===== src/rtl/addsub_nibble_seq.sv =====
// addsub_nibble_seq: multi-word add/subtract sequencer driving a 4-bit slice.
// Processes a WIDTH-bit operation one nibble per clock, LSB nibble first,
// with a registered carry between nibbles. Subtraction is B-invert plus
// carry-in of 1.
//
// Optional build macro: ADDSUB_OVF_DET_EN
//   defined   -> overflow reports signed two's-complement overflow
//   undefined -> overflow is tied to 0 (port kept)
//
// state | meaning
// ------+---------------------------------------------------------
// IDLE  | waiting for start; outputs hold last result
// RUN   | one nibble written per cycle, LSB first; busy=1
// DONE  | single cycle, done=1; start here re-accepts back-to-back

module addsub_nibble_seq #(
  parameter int WIDTH = 16
) (
  input  logic             clk,
  input  logic             rst_n,
  input  logic             start,
  input  logic             mode,
  input  logic [WIDTH-1:0] a,
  input  logic [WIDTH-1:0] b,
  output logic             busy,
  output logic             done,
  output logic [WIDTH-1:0] result,
  output logic             carry_out,
  output logic             overflow
);

  localparam int NIBS  = WIDTH / 4;
  localparam int IDX_W = (NIBS > 1) ? $clog2(NIBS) : 1;

  typedef enum logic [1:0] {
    IDLE = 2'd0,
    RUN  = 2'd1,
    DONE = 2'd2
  } state_t;

  state_t           state;
  state_t           state_nxt;
  logic [WIDTH-1:0] a_q;
  logic [WIDTH-1:0] b_q;
  logic             mode_q;
  logic             carry_q;
  logic [IDX_W-1:0] idx;
  logic             accept;
  logic             last_nib;
  logic [3:0]       a_nib;
  logic [3:0]       b_nib;
  logic [4:0]       nib_sum;

  assign accept   = start && ((state == IDLE) || (state == DONE));
  assign last_nib = (idx == IDX_W'(NIBS - 1));
  assign busy     = (state == RUN);
  assign done     = (state == DONE);

  // Nibble slice: selected operand nibbles, B conditionally inverted.
  always_comb begin
    a_nib   = a_q[4*idx +: 4];
    b_nib   = b_q[4*idx +: 4] ^ {4{mode_q}};
    nib_sum = {1'b0, a_nib} + {1'b0, b_nib} + {4'b0000, carry_q};
  end

  // State register.
  always_ff @(posedge clk or negedge rst_n) begin
    if (!rst_n) state <= IDLE;
    else        state <= state_nxt;
  end

  // Next-state decode; start is ignored while RUN.
  always_comb begin
    state_nxt = state;
    case (state)
      IDLE:    if (start) state_nxt = RUN;
      RUN:     if (last_nib) state_nxt = DONE;
      DONE:    state_nxt = start ? RUN : IDLE;
      default: state_nxt = IDLE;
    endcase
  end

  // Operand capture on accept, nibble write-back and carry chain during RUN.
  always_ff @(posedge clk or negedge rst_n) begin
    if (!rst_n) begin
      a_q       <= '0;
      b_q       <= '0;
      mode_q    <= 1'b0;
      carry_q   <= 1'b0;
      idx       <= '0;
      result    <= '0;
      carry_out <= 1'b0;
    end else if (accept) begin
      a_q     <= a;
      b_q     <= b;
      mode_q  <= mode;
      carry_q <= mode;
      idx     <= '0;
    end else if (state == RUN) begin
      result[4*idx +: 4] <= nib_sum[3:0];
      carry_q            <= nib_sum[4];
      idx                <= idx + 1'b1;
      if (last_nib) carry_out <= nib_sum[4];
    end
  end

`ifdef ADDSUB_OVF_DET_EN
  logic [3:0] low_sum;
  logic       msb_cin;
  logic       ovf_q;

  // Carry into the MSB comes from the low three bits of the top nibble.
  always_comb begin
    low_sum = {1'b0, a_nib[2:0]} + {1'b0, b_nib[2:0]} + {3'b000, carry_q};
    msb_cin = low_sum[3];
  end

  // Overflow registered alongside carry_out on the final nibble.
  always_ff @(posedge clk or negedge rst_n) begin
    if (!rst_n)                        ovf_q <= 1'b0;
    else if (state == RUN && last_nib) ovf_q <= msb_cin ^ nib_sum[4];
  end

  assign overflow = ovf_q;
`else
  assign overflow = 1'b0;
`endif

endmodule

===== config.mk =====
export PLATFORM = sky130hd
export DESIGN_NAME = addsub_nibble_seq
export DESIGN_NICKNAME = d
export VERILOG_FILES = /design/src/rtl/addsub_nibble_seq.sv
export SDC_FILE = /design/constraint.sdc
export NUM_CORES = 1
export LEC_CHECK = 0
export CORE_MARGIN = 2
export CORE_UTILIZATION = 39
export DETAILED_ROUTE_END_ITERATION = 6
export HOLD_SLACK_MARGIN = 0.15
export PLACE_DENSITY_LB_ADDON = 0.12
export REMOVE_ABC_BUFFERS = 1
export SLEW_MARGIN = 15
export SYNTH_ARGS = -nofsm -noshare
export SYNTH_HDL_FRONTEND = slang
export SYNTH_SLANG_ARGS = --single-unit

===== constraint.sdc =====
create_clock -name clk -period 7.6 [get_ports clk]
set_input_delay 1.52 -clock clk [delete_from_list [all_inputs] [get_ports clk]]
set_output_delay 1.52 -clock clk [all_outputs]
set_load 0.005 [all_outputs]

==> flow_summary.json <==
{
  "power_frac_seq_pct": 37.2,
  "slowest_stage": "clkdlybuf4s50_1",
  "mappedNetlistArea_sq_um": 2570,
  "vias": 1853,
  "synth-async-reset-ratio_pct": 100,
  "synth_cells": 260,
  "worstSetupEndpointType": "primary output",
  "die_height_microns": 85.3,
  "ir_drop_uv": 213,
  "yosys.area_share.simple_pct": 22.7,
  "syn_avg_cell_area_sq_um": 9.90,
  "swShare_pct": 41.9,
  "setup_viol": 0,
  "place_inst": 381,
  "crit_type": "flip-flop to primary output",
  "rsz0062_at_grt": "false",
  "crit_path_max_incr_delay_ns": 0.52,
  "synth_top_family_by_area": "simple AND/OR/NAND/NOR gates",
  "fmax_mhz": 302,
  "chipWidth_microns": 85.3,
  "critPathRequiredTime_ns": 6.08,
  "yosysMostFrequentCell": "nand2_1",
  "synth_xor_area_share_pct": 1.70,
  "hold_class": "flip-flop to flip-flop",
  "fin_ws_ns": 4.29,
  "synth_fa_ha_area_share_pct": 5.93,
  "insertion_delay_ns": 0.30,
  "whs_ns": 0.475,
  "ys_top_cells_by_count": "nand2_1 (116), dfrtp_1 (55), o21ai_0 (12)",
  "synth_warnings": 0,
  "synth_seq_area_share_pct": 53.4,
  "synth.mux.area_fraction_pct": 7.00,
  "io_pins": 56,
  "drcViolationCount": 0,
  "hold_viol": 0,
  "p_leak_nw": 1.55,
  "drive_gt1_share_pct": 6.77,
  "antenna_found_initial": 0,
  "grt_max_degree": 56,
  "critPathLaunchType": "flip-flop",
  "multiInputGateArea_sq_um": 1120,
  "finalMaxSlewViolations": 0,
  "grt_pass1_wl_microns": 8480,
  "grt.overflow.total": 0,
  "start_util_pct": 40.6,
  "drt_wl_total_microns": 5110,
  "final_cells": 387,
  "grt_pass1_vias": 1729,
  "cts_buffers": 5,
  "synth-seq-cells": 55,
  "cts_sinks": 55,
  "drtIter0Drc": 66,
  "dr.pass1.iters": 4,
  "power.share.clock_pct": 10.7,
  "syn2layout_area_growth_pct": 26.0,
  "core-area_sq_um": 6350,
  "clk_path_buf_depth": 2,
  "post-route-period-util_pct": 43.5,
  "internal_power_uw": 800,
  "cts_tree": "yes",
  "cp_cell_sequence": "or2b_1 -> inv_1 -> clkdlybuf4s50_1",
  "netlist.area_leader.share_pct": 53.4,
  "fillers": 619,
  "top_layer": "met4",
  "cts_resized": 0,
  "finClkSkew_ns": 0.00275,
  "cts_setup_buffers": 0,
  "maxSlewHeadroom_pct": 45.8,
  "cts_root_buffer": "clkbuf_8",
  "yosysUniqueCellTypes": 31,
  "cts.hold.buffers_added": 0,
  "grt.total_usage_pct": 14.9,
  "regArea_sq_um": 1380,
  "period_needed_ns": 3.31,
  "dr_wl_met3_microns": 166,
  "rows": 29,
  "powerDensity_nw_per_um2": 424,
  "yosysTopAreaCell": "dfrtp_1",
  "n_antenna_cell": 0,
  "fin_nets": 358,
  "maxCapViolations": 0,
  "switchingPower_uw": 578,
  "path_clk_slew_ns": 0.09,
  "viasPerCell": 4.79,
  "synth-edff-count": 0,
  "htreeDepth": 2,
  "outcome": "completed",
  "m1WireLength_microns": 2500,
  "synth-compound-area-share_pct": 6.07,
  "finalSetupTns_ns": 0,
  "ys_top_cells_by_area": "dfrtp_1 (53%), nand2_1 (17%), mux4_2 (7.0%)",
  "tightest_slew_ns": 0.813,
  "globalplace.congestion": 0.738,
  "arrival_ns": 1.79,
  "pwr-share-comb_pct": 52.1,
  "hpwl_microns": 3500,
  "wl_met2_microns": 2340,
  "die_area_sq_um": 7270,
  "portBuffers": 54,
  "synth-main-ff-cell": "dfrtp_1",
  "pre_cts_ws_ns": 4.20,
  "final_antenna_net_count": 0,
  "avgRoutedWirePerCell_microns": 13.2,
  "worstPathMaxFanout": 8,
  "power_mw": 1.38
}
-- power by group through the flow --
stage               Clock (mW)  Sequential, mW  Combinational [mW]
global placement             0           0.518               0.713
detailed placement           0           0.521               0.728
CTS                      0.154           0.516               0.730
floorplan                    0           0.492               0.479
global route             0.166           0.534               0.806
finish                   0.148           0.512               0.718
-- sequential cells by signal (all words and copies together) (netlist names) --
register	count
carry_q	1
a_q	16
state	2
b_q	16
idx	2
carry_out	1
result	16
mode_q	1
-- critical path: cells and delay by family, from the launching register on --
family                 cells  cell delay (ns)
buffers and inverters      2             0.68
DFF                        1             0.47
and+or+nand+nor            1             0.33
-- final timing paths --
check / startpoint / slack, ns / depth (start not counted) / to
setup / recovery: state[0]$_DFFE_PN0P_ / 4.29 / 3 / busy
setup reg to reg: idx[0]$_DFFE_PN0P_ / 4.48 / 7 / result[6]$_DFFE_PN0P_
max in group asynchronous: rst_n / 5.78 / 2 / a_q[3]$_DFFE_PN0P_
hold / removal: b_q[6]$_DFFE_PN0P_ / 0.48 / 2 / b_q[6]$_DFFE_PN0P_
min in group asynchronous: rst_n / 1.35 / 2 / a_q[5]$_DFFE_PN0P_
hold reg to reg: b_q[6]$_DFFE_PN0P_ / 0.48 / 2 / b_q[6]$_DFFE_PN0P_
-- area by class of cell --
type | instances | area share [%]
clock buffer | 6 | 2.24
inverter | 7 | 0.810
multi-input combinational | 186 | 34.6
sequential | 55 | 42.4
tap | 77 | 2.97
timing repair buffer | 56 | 17.0
-- routing by layer --
metal	GRT usage, %	vias to the layer above
met3	2.63	7
met2	23.0	40
met1	20.8	859
li1	-	947
met5	0	-
met4	6.35	0
-- through the flow --
step / utilization (%) / area (sq um)
2_1_floorplan: - / 2520
3_3_place_gp: 50.0 / 3170
3_5_place_dp: 50.0 / 3170
4_1_cts: 51.1 / 3240
5_1_grt: 51.1 / 3250
6_report: 51.1 / 3250
-- layout by cell type (no fill, tap or decap), types with 3 or more instances in the layout --
| cell | netlist | routed |
|---|---|---|
| nand2_1 | 116 | 116 |
| dfrtp_1 | 55 | 55 |
| clkdlybuf4s50_1 | 0 | 53 |
| o21ai_0 | 12 | 12 |
| ha_1 | 9 | 9 |
| mux4_2 | 8 | 8 |
| inv_1 | 7 | 7 |
| o31ai_1 | 6 | 6 |
| clkbuf_8 | 0 | 5 |
| nand3b_1 | 4 | 4 |
| a21oi_1 | 4 | 4 |
| xor2_1 | 3 | 3 |
-- logic make-up (layout without fill, tap and decap cells) --
family	after synthesis	after routing
AND/OR/NAND/NOR	135	135
adder cells (fa/ha/maj)	11	11
XOR/XNOR	5	5
other	1	1
flip-flops	55	55
multiplexers	8	8
AO/OA/AOI/OAI	26	26
buffers and inverters	19	69
No activity file was read; power rests on OpenSTA's default activity.
